`src/rtl/fp_round_arb.sv`:
```
// fp_round_arb: round-robin arbiter in front of one shared, clock-enabled,
// LAT-stage rounding unit. A shadow pipeline carries {vld, tag, illegal}
// next to the rounder, so each rounded result comes back with the index of
// the requester that issued it.
module fp_round_arb #(
    parameter int FPWID = 64,
    parameter int NREQ  = 4,
    parameter int TAGW  = 2,
    parameter int LAT   = 3
) (
    input  logic                       clk,
    input  logic                       rst,
    input  logic [NREQ-1:0]            req_valid,
    output logic [NREQ-1:0]            req_ready,
    input  logic [NREQ*(FPWID+4)-1:0]  req_i,
    input  logic [NREQ*3-1:0]          req_rm,
    input  logic [2:0]                 frm,
    output logic                       rnd_ce,
    output logic [FPWID+3:0]           rnd_i,
    output logic [2:0]                 rnd_rm,
    input  logic [FPWID-1:0]           rnd_o,
    output logic                       res_valid,
    input  logic                       res_ready,
    output logic [FPWID-1:0]           res_o,
    output logic [TAGW-1:0]            res_tag,
    output logic                       res_illegal,
    output logic                       busy
);

    localparam int IW = FPWID + 4;
    localparam int PW = (NREQ > 1) ? $clog2(NREQ) : 1;

    // Returns {illegal, rm_to_rounder}. Mode 7 takes the global frm; modes
    // 5..7 after resolution are reserved and fall back to truncation.
    function automatic logic [3:0] resolve_rm(input logic [2:0] rm,
                                              input logic [2:0] dyn);
        logic [2:0] eff;
        eff = (rm == 3'd7) ? dyn : rm;
        if (eff >= 3'd5)
            return {1'b1, 3'd1};
        else
            return {1'b0, eff};
    endfunction

    // Last granted requester; the search starts one past it.
    logic [PW-1:0]   ptr;

    // Shadow pipeline, lock-stepped with the rounder through rnd_ce.
    logic [LAT-1:0]  slot_vld;
    logic [LAT-1:0]  slot_ill;
    logic [TAGW-1:0] slot_tag [LAT];

    logic            grant_any;
    logic [PW-1:0]   grant_idx;
    logic            issue;
    logic [IW-1:0]   sel_i;
    logic [2:0]      sel_rm;
    logic [3:0]      rm_res;

    assign res_valid   = slot_vld[LAT-1];
    assign res_tag     = slot_tag[LAT-1];
    assign res_illegal = slot_ill[LAT-1];
    assign res_o       = rnd_o;
    assign busy        = |slot_vld;

    // The rounder advances whenever the output slot is empty or drained;
    // during reset it keeps running so its contents flush out as bubbles.
    assign rnd_ce = rst | ~res_valid | res_ready;
    assign issue  = grant_any & rnd_ce & ~rst;

    // Round-robin search from ptr+1 upward, wrapping modulo NREQ.
    always_comb begin
        int            idx;
        logic [PW-1:0] idx_w;
        grant_any = 1'b0;
        grant_idx = '0;
        idx       = 0;
        idx_w     = '0;
        for (int off = 1; off <= NREQ; off++) begin
            idx   = (int'(ptr) + off) % NREQ;
            idx_w = PW'(idx);
            if (!grant_any && req_valid[idx_w]) begin
                grant_any = 1'b1;
                grant_idx = idx_w;
            end
        end
    end

    // One-hot ready plus operand / mode mux for the selected requester.
    always_comb begin
        req_ready = '0;
        sel_i     = req_i[IW-1:0];
        sel_rm    = req_rm[2:0];
        for (int k = 0; k < NREQ; k++) begin
            if (grant_idx == PW'(k)) begin
                sel_i  = req_i[k*IW +: IW];
                sel_rm = req_rm[k*3 +: 3];
                req_ready[k] = issue;
            end
        end
    end

    assign rm_res = resolve_rm(sel_rm, frm);
    assign rnd_i  = sel_i;
    assign rnd_rm = rm_res[2:0];

    // Shadow pipeline and round-robin pointer; frozen whenever rnd_ce is low.
    always_ff @(posedge clk) begin
        if (rst) begin
            slot_vld <= '0;
            slot_ill <= '0;
            for (int s = 0; s < LAT; s++)
                slot_tag[s] <= '0;
            ptr <= PW'(NREQ - 1);
        end else if (rnd_ce) begin
            slot_vld[0] <= issue;
            slot_ill[0] <= issue & rm_res[3];
            slot_tag[0] <= issue ? TAGW'(grant_idx) : '0;
            for (int s = 1; s < LAT; s++) begin
                slot_vld[s] <= slot_vld[s-1];
                slot_ill[s] <= slot_ill[s-1];
                slot_tag[s] <= slot_tag[s-1];
            end
            if (issue)
                ptr <= grant_idx;
        end
    end

endmodule

```
`config.mk`:
```
export PLATFORM = sky130hd
export DESIGN_NAME = fp_round_arb
export DESIGN_NICKNAME = d
export VERILOG_FILES = /design/src/rtl/fp_round_arb.sv
export SDC_FILE = /design/constraint.sdc
export NUM_CORES = 1
export LEC_CHECK = 0
export BUFFER_PORTS_ARGS = -buffer_cell sky130_fd_sc_hd__clkbuf_2
export CORE_AREA = 10 10 186 188
export DETAILED_ROUTE_END_ITERATION = 7
export DIE_AREA = 0 0 196 198
export RECOVER_POWER = 50
export SKIP_CTS_REPAIR_TIMING = 1
export SLEW_MARGIN = 10
export SYNTH_ARGS = -nofsm -noshare
export SYNTH_HDL_FRONTEND = slang
export SYNTH_SLANG_ARGS = --single-unit
```
`constraint.sdc`:
```
create_clock -name clk -period 3.4 [get_ports clk]
set_clock_uncertainty 0.1 [all_clocks]
set_input_delay 0.51 -clock clk [delete_from_list [all_inputs] [get_ports clk]]
set_output_delay 0.51 -clock clk [all_outputs]
set_load 0.05 [all_outputs]
```
==> results of run 1 <==
metal layers:
metal | share of wire | global-route usage | vias to the layer above
met5 | 0 | 0 | -
met4 | 0.044 | 0.04327 | 0
met3 | 0.11 | 0.03315 | 48
met1 | 0.37 | 0.09820 | 2129
li1 | - | - | 2347
met2 | 0.48 | 0.1580 | 286
cell usage in the layout (no fill, tap or decap), types with 2 or more instances in the layout:
cell type / n
and2_0: 11
nand2b_1: 3
mux4_2: 3
a21oi_1: 2
nand2_1: 137
a22o_1: 3
nor3_1: 2
a21o_1: 2
nor2_1: 10
dfxtp_1: 8
buf_12: 35
a211oi_1: 69
or2_1: 2
buf_4: 4
a31oi_1: 68
clkbuf_1: 6
and2_1: 63
clkbuf_2: 341
nor2b_1: 3
inv_1: 4
edfxtp_1: 6
clkbuf_16: 3
report_power, final:
| part | total, uW | switching (uW) | internal, uW |
|---|---|---|---|
| clock | 241 | 63.4 | 178 |
| combinational | 2570 | 1670 | 907 |
| sequential | 208 | 13.2 | 195 |
| total | 3020 | 1740 | 1280 |
cells by family (layout without fill, tap and decap cells):
| logic type | after synthesis | in the layout | share of synthesized area |
|---|---|---|---|
| other cells | 0 | 1 | 0 |
| simple gates | 236 | 236 | 0.3326 |
| mux | 3 | 3 | 0.02027 |
| compound gates | 156 | 156 | 0.3315 |
| flops | 14 | 14 | 0.1021 |
| buf+inv | 117 | 394 | 0.2136 |
registers in the layout, summed over array words and instances (netlist names):
register  count
slot_ill      3
slot_tag      6
slot_vld      3
ptr           2
synth_stat cells, drive strengths merged (2+ instances only):
cell / number / area [um2]
and2: 74 / 463.0
inv: 4 / 15.01
edfxtp: 6 / 180.2
nor2b: 4 / 27.53
o21ai: 2 / 10.00
or2: 2 / 12.51
a211oi: 70 / 538.0
nor3: 2 / 10.01
dfxtp: 8 / 160.2
nor2: 10 / 37.54
buf: 82 / 580.6
a31oi: 68 / 425.4
a21oi: 3 / 18.77
a21boi: 2 / 15.02
a22o: 3 / 26.28
nand2: 137 / 514.2
mux4: 3 / 67.56
a21o: 2 / 15.01
clkbuf: 31 / 116.4
nand2b: 3 / 18.77
final cells by class:
| type | count | area, um2 | area share |
|---|---|---|---|
| timing repair buffer | 386 | 2460 | 0.4303 |
| sequential | 14 | 340.3 | 0.05953 |
| clock buffer | 4 | 88.84 | 0.01554 |
| inverter | 4 | 15.01 | 0.002626 |
| tap | 402 | 503.0 | 0.08798 |
| multi-input combinational | 395 | 2307 | 0.4036 |
| antenna | 1 | 2.502 | 0.0004377 |
critical path: cells and delay by family:
family	cells	cell delay, ns
AOI/OAI and AO/OA	3	0.82
buffers and inverters	2	0.26
muxes	1	0.63
and+or+nand+nor	2	0.45
through the flow:
stage	hold WS (ns)	cells	util
final	0.3821	1206	0.1840
after global routing	0.4061	1205	0.1839
after CTS	0.3712	1205	0.1843
after detailed placement	0.3607	1201	0.1815
after global placement	0.3459	1201	0.1815
after floorplan	0.3415	526	-
worst max path at each step:
stage            startpoint        end  depth (start not counted)
2_1_floorplan  req_valid[3]  rnd_rm[2]                          6
3_3_place_gp   req_valid[3]  rnd_rm[2]                          8
3_5_place_dp   req_valid[3]  rnd_rm[2]                          8
4_1_cts        req_valid[3]  rnd_rm[2]                          8
5_1_grt        req_valid[3]  rnd_rm[2]                          8
6_report       req_valid[3]  rnd_rm[2]                          8
==> impl_metrics.json, run 1 <==
{
  "grt_util_all_layers": 0.09176,
  "max-slew-margin-rel": 0.5900,
  "async_reset_ff_frac": 0,
  "grt_pass1_wl_um": 29000,
  "hold_path_startpoint": "slot_vld[0]$_SDFFE_PP0N_",
  "wl_per_cell_um": 16.53,
  "min_to": "slot_vld[0]$_SDFFE_PP0N_",
  "synth_warnings": 0,
  "path_cells": "clkbuf_2 > nor2b_2 > a21o_1 > a211oi_4 > mux4_2 > or2_1 > a21boi_1 > buf_12",
  "viasPerCell": 3.988,
  "synth_enable_flop_cells": 6,
  "hp-class": "reg2reg",
  "maxSlewViolCount": 0,
  "synthCells": 526,
  "holdPathStages": 1,
  "clock_sinks": 14,
  "final.min_clock_period_ns": 3.282,
  "cts.clk_slew.worst_paths_ns": 0.04,
  "die_y_um": 198,
  "top_level_ports": 503,
  "clock_path_buffers": 2,
  "peakVddDrop_v": 0.0002011,
  "period_share": 0.9653,
  "pre_cts_slack_ns": 0.1142,
  "startpoint_type": "primary input",
  "cp_slowest_stage_delay_ns": 0.63,
  "grt_max_degree": 75,
  "dieWidth_um": 196,
  "ant_nets": 0,
  "coreArea_um2": 31070,
  "synth-seq-cells": 14,
  "power.leakage_uw": 0.002758,
  "synth_nets": 884,
  "worstReg2RegStart": "ptr[0]$_SDFFE_PP1P_",
  "worstReg2RegEnd": "slot_ill[0]$_SDFFE_PP0N_",
  "cp_max_fo": 6,
  "crit_path_end_kind": "output pin",
  "rsz0062_at_grt": "no",
  "grt_pass1_vias": 4889,
  "fmax_mhz": 304.7,
  "cts_root_buf": "clkbuf_16",
  "drive_gt1_frac": 0.4882,
  "drt_iter0_drc": 201,
  "worst-r2r-setup-slack_ns": 0.96,
  "hpwl_um": 17430,
  "syn_avg_cell_area_um2": 6.337,
  "cts_made_buffers": 3,
  "rows": 65,
  "reg2reg_depth": 6,
  "cp.required_ns": 2.79,
  "design.die.area_um2": 38810,
  "drt_first_pass_iters": 4,
  "outcome": "completed",
  "gp_congestion": 0.8496,
  "clock_latency_ns": 0.24,
  "synth_cell_type_count": 39,
  "final_cell_area_um2": 5717,
  "power.density_nw_per_um2": 528.7,
  "yosysSeqAreaShare": 0.1021,
  "drc_errors": 0,
  "h-tree-depth": 1,
  "io_buffers": 374,
  "grt_antenna_before_repair": 2,
  "worst_slew_pin_slew_ns": 0.6177,
  "hold_violations": 0,
  "start_util": 0.1073,
  "syn_area_um2": 3333,
  "postPlaceCellArea_um2": 5638,
  "arrival_ns": 2.67,
  "syn_to_final_growth_pct": 71.51,
  "total_power_uw": 3022,
  "totalWireLength_um": 19940,
  "cap_violations": 0,
  "cp_slowest_cell": "mux4_2",
  "synth_ff_type": "dfxtp_1",
  "tritoncts": "done",
  "grt.overflow.total": 0,
  "finalWorstSetupSlack_ns": 0.1179,
  "setup_violations": 0,
  "fin_tns_setup_ns": 0,
  "num_vias": 4810,
  "final_nets": 1162,
  "path_class": "in2out",
  "n_fill_cell": 3556
}
No activity file was read; power rests on OpenSTA's default activity.
==> inputs of run 2 (changes only) <==
- PLACE_DENSITY_LB_ADDON: default -> 0.25
==> impl_metrics.json, run 2 (synthesized netlist as in run 1, its figures left out) <==
{
  "outcome": "completed",
  "max-slew-margin-rel": 0.5652,
  "largest_reg_flops": 6,
  "viasPerCell": 3.950,
  "path_class": "in2out",
  "n_fill_cell": 3667,
  "coreArea_um2": 31070,
  "cp_slowest_stage_delay_ns": 0.58,
  "final_cell_count_no_fill": 1215,
  "wl_per_cell_um": 17.13,
  "die_y_um": 198,
  "largestRegisters": "slot_tag: 6 flops, slot_ill: 3 flops, slot_vld: 3 flops",
  "clock_latency_ns": 0.24,
  "power.density_nw_per_um2": 523.3,
  "utilization": 0.1799,
  "grt_pass1_wl_um": 30270,
  "ant_nets": 0,
  "cp-startpoint": "req_valid[3]",
  "final_cell_mix": "clkbuf_2, nand2_1, a211oi_1",
  "crit_path_end_kind": "output pin",
  "maxSlewViolCount": 0,
  "drt_iter0_drc": 294,
  "min_to": "slot_ill[2]$_SDFFE_PP0N_",
  "worst_slew_pin_slew_ns": 0.6522,
  "grt_pass1_vias": 5082,
  "top_register": "slot_tag",
  "hpwl_um": 17970,
  "netSwitchingFraction": 0.6019,
  "io_buffers": 374,
  "rsz0062_at_grt": "yes",
  "cp.required_ns": 2.79,
  "clock_sinks": 14,
  "seqPwrFrac": 0.071,
  "cp_max_fo": 63,
  "fin_tns_setup_ns": 0,
  "grt.overflow.total": 0,
  "cts_made_buffers": 3,
  "tritoncts": "done",
  "final_common_cell": "clkbuf_2",
  "drc_errors": 0,
  "gp_congestion": 0.8054,
  "cts_root_buf": "clkbuf_16",
  "cap_violations": 0,
  "internal_power_uw": 1164,
  "start_util": 0.1073,
  "drt_first_pass_iters": 4,
  "cts.clk_slew.worst_paths_ns": 0.05,
  "dieWidth_um": 196,
  "power.leakage_uw": 0.002734,
  "h-tree-depth": 1,
  "p_sw_uw": 1760,
  "peakVddDrop_v": 0.0001737,
  "drive_gt1_frac": 0.4932,
  "combPwrFrac": 0.852,
  "worst-r2r-setup-slack_ns": 1.01,
  "setup_violations": 0,
  "hold_violations": 0,
  "placedCellCount": 1211,
  "worstReg2RegStart": "ptr[0]$_SDFFE_PP1P_",
  "cp_top_family": "compound AO/OA/AOI/OAI gates",
  "clock_path_buffers": 2,
  "fmax_mhz": 303.8,
  "holdPathStages": 1,
  "cp_slowest_cell": "buf_4",
  "total_power_uw": 2925,
  "hp-class": "reg2reg",
  "period_share": 0.9682,
  "arrival_ns": 2.68,
  "path_cells": "clkbuf_2 > nor2b_2 > a21o_1 > a211oi_4 > buf_4 > a211oi_1 > a31oi_1 > buf_12",
  "rows": 65,
  "grt_util_all_layers": 0.09647,
  "syn_to_final_growth_pct": 67.68,
  "totalWireLength_um": 20810,
  "num_vias": 4799,
  "grt_antenna_before_repair": 0,
  "worstReg2RegEnd": "slot_ill[0]$_SDFFE_PP0N_",
  "design.die.area_um2": 38810,
  "antennaDiodeCount": 0,
  "top_level_ports": 503,
  "power_frac_clock": 0.077,
  "grt_max_degree": 74,
  "startpoint_type": "primary input",
  "reg2reg_depth": 6,
  "final.min_clock_period_ns": 3.292,
  "hold_path_startpoint": "slot_ill[1]$_SDFFE_PP0N_",
  "cp_num_buf_inv": 3,
  "final_nets": 1172
}
==> run 2: how the worst max path moves through the flow <==
| stage | endpoint | slack [ns] | depth (start not counted) |
|---|---|---|---|
| 2_1_floorplan | rnd_rm[2] | 0.04 | 6 |
| 3_3_place_gp | rnd_i[36] | 0.14 | 8 |
| 3_5_place_dp | rnd_i[36] | 0.11 | 8 |
| 4_1_cts | rnd_i[36] | 0.1 | 8 |
| 5_1_grt | rnd_i[33] | -0.01 | 7 |
| 6_report | rnd_i[36] | 0.11 | 8 |
==> run 2: through the flow <==
stage               hold slack [ns]  worst slack [ns]  instance area [um2]
CTS                          0.3629           0.09863                 5602
global route                 0.3939          -0.01155                 5589
finish                       0.3632            0.1083                 5589
detailed placement           0.3516            0.1110                 5523
global placement             0.3489            0.1445                 5523
floorplan                    0.3415           0.03924                 3333
==> run 2: final cells by class <==
cell class	count	area, um2	share of cell area
repair buffers	396	2345	0.4195
multi-input cells	395	2307	0.4128
well taps	402	503.0	0.08999
flip-flops and latches	14	340.3	0.06089
clock buffers	3	75.07	0.01343
inverters	4	15.01	0.002686
clock inverters	1	3.754	0.0006716
==> run 2: layer usage <==
layer,vias to the layer above,GRT usage,part of all wire
met3,38,0.03416,0.096
met2,242,0.1646,0.49
met5,-,0,0
li1,2369,-,-
met1,2150,0.1092,0.38
met4,0,0.03309,0.029
==> run 2: power by group through the flow <==
stage | Combinational [uW] | Clock, uW | Sequential (uW)
floorplan | 1790 | 0 | 211
global placement | 2510 | 0 | 210
detailed placement | 2510 | 0 | 211
CTS | 2520 | 230 | 208
global route | 2640 | 240 | 210
finish | 2490 | 226 | 208
==> inputs of run 3 (changes only) <==
- REMOVE_ABC_BUFFERS: default -> 1
==> impl_metrics.json, run 3 (synthesized netlist as in run 1, its figures left out) <==
{
  "outcome": "completed",
  "hold_violations": 0,
  "utilization": 0.1783,
  "busiest_layer": "met2",
  "top_level_ports": 503,
  "drt_iter0_drc": 147,
  "clock_sinks": 14,
  "cap_violations": 0,
  "cts_root_buf": "clkbuf_16",
  "setup_violations": 0,
  "grt_pass1_vias": 4885,
  "gp_congestion": 0.8035,
  "cp_slowest_cell": "mux4_2",
  "met3_usage": 0.1336,
  "drc_errors": 0,
  "grt_antenna_before_repair": 0,
  "worst_slew_pin_slew_ns": 0.6578,
  "clock_latency_ns": 0.24,
  "rows": 65,
  "drive_gt1_frac": 0.4882,
  "path_cells": "clkbuf_2 > nor2b_2 > a21o_1 > a211oi_4 > buf_12 > mux4_2 > or2_1 > a21boi_1 > buf_12",
  "fmax_mhz": 304.9,
  "grt_pass1_wl_um": 32910,
  "tritoncts": "done",
  "grt_util_all_layers": 0.1122,
  "final_common_cell": "clkbuf_2",
  "peakVddDrop_v": 0.0002313,
  "startpoint_type": "primary input",
  "ant_nets": 0,
  "crit_path_end_kind": "output pin",
  "largest_reg_flops": 6,
  "coreArea_um2": 31070,
  "cts.clk_slew.worst_paths_ns": 0.05,
  "cp_max_fo": 6,
  "cp_slowest_stage_delay_ns": 0.56,
  "grt_max_degree": 82,
  "final.min_clock_period_ns": 3.280,
  "cts_made_buffers": 3,
  "io_buffers": 374,
  "crit_top_cell": "buf_12",
  "die_y_um": 198,
  "clock_path_buffers": 2,
  "final_cell_mix": "clkbuf_2, nand2_1, a211oi_1",
  "final_nets": 1162,
  "period_share": 0.9647,
  "drt_first_pass_iters": 4,
  "power.leakage_uw": 0.002698,
  "totalWireLength_um": 24040,
  "dieWidth_um": 196,
  "use_met2": 0.1609,
  "timing.hold.ws_ns": 0.3639,
  "power.density_nw_per_um2": 512.7,
  "largestRegisters": "slot_tag: 6 flops, slot_ill: 3 flops, slot_vld: 3 flops",
  "top_register": "slot_tag",
  "maxSlewViolCount": 0,
  "path_class": "in2out",
  "rsz0062_at_grt": "no",
  "hpwl_um": 21320,
  "wl_per_cell_um": 19.95,
  "num_vias": 4757,
  "start_util": 0.1073,
  "grt.overflow.total": 0,
  "cp.required_ns": 2.79,
  "antennaDiodeCount": 0,
  "viasPerCell": 3.948,
  "max-slew-margin-rel": 0.5633,
  "arrival_ns": 2.67,
  "use_met1": 0.1039,
  "design.die.area_um2": 38810,
  "h-tree-depth": 1,
  "hp-class": "reg2reg",
  "syn_to_final_growth_pct": 66.22,
  "fin_tns_setup_ns": 0
}
run 3: routing by layer:
metal  up-vias  routed length [um]  share of wire
li1       2349                   -              -
met1      2098                7844           0.33
met2       300                9914           0.41
met3        10                6121           0.25
met4         0                 158         0.0066
met5         -                   0              0
run 3: power breakdown:
part | switching (uW) | leakage (uW) | total (uW) | internal (uW)
combinational | 1620 | 0.00252 | 2410 | 790
clock | 66.0 | 0.0000382 | 224 | 158
sequential | 12.2 | 0.000137 | 207 | 195
run 3: path summary, 6_finish.rpt:
check | startpoint | depth (start not counted) | slack (ns) | to
setup / recovery | req_valid[3] | 9 | 0.12 | rnd_rm[2]
hold reg to reg | slot_ill[1]$_SDFFE_PP0N_ | 1 | 0.36 | slot_ill[2]$_SDFFE_PP0N_
setup reg to reg | ptr[0]$_SDFFE_PP1P_ | 7 | 1.01 | slot_ill[0]$_SDFFE_PP0N_
hold / removal | slot_ill[1]$_SDFFE_PP0N_ | 1 | 0.36 | slot_ill[2]$_SDFFE_PP0N_
run 3: final cells by class:
cell class / instances / area (um2)
fill: 3654 / 25530
timing repair buffer: 386 / 2296
clock buffer: 4 / 78.83
inverter: 4 / 15.01
tap: 402 / 503.0
sequential: 14 / 340.3
multi-input combinational: 395 / 2307
run 3: per-stage QoR:
step	power [uW]	instances	cell area, um2	setup slack, ns
after floorplan	1788	413	2636	-4.411
after global placement	2653	1201	5470	0.1348
after detailed placement	2649	1201	5470	0.1119
after CTS	2882	1205	5549	0.1109
after global routing	3023	1205	5540	0.02765
final	2840	1205	5540	0.1201
run 3: worst max-delay path: cells and delay by family:
kind,cells,cell delay [ns]
multiplexers,1,0.56
AO/OA/AOI/OAI,3,0.73
AND/OR/NAND/NOR,2,0.43
buffers and inverters,3,0.43
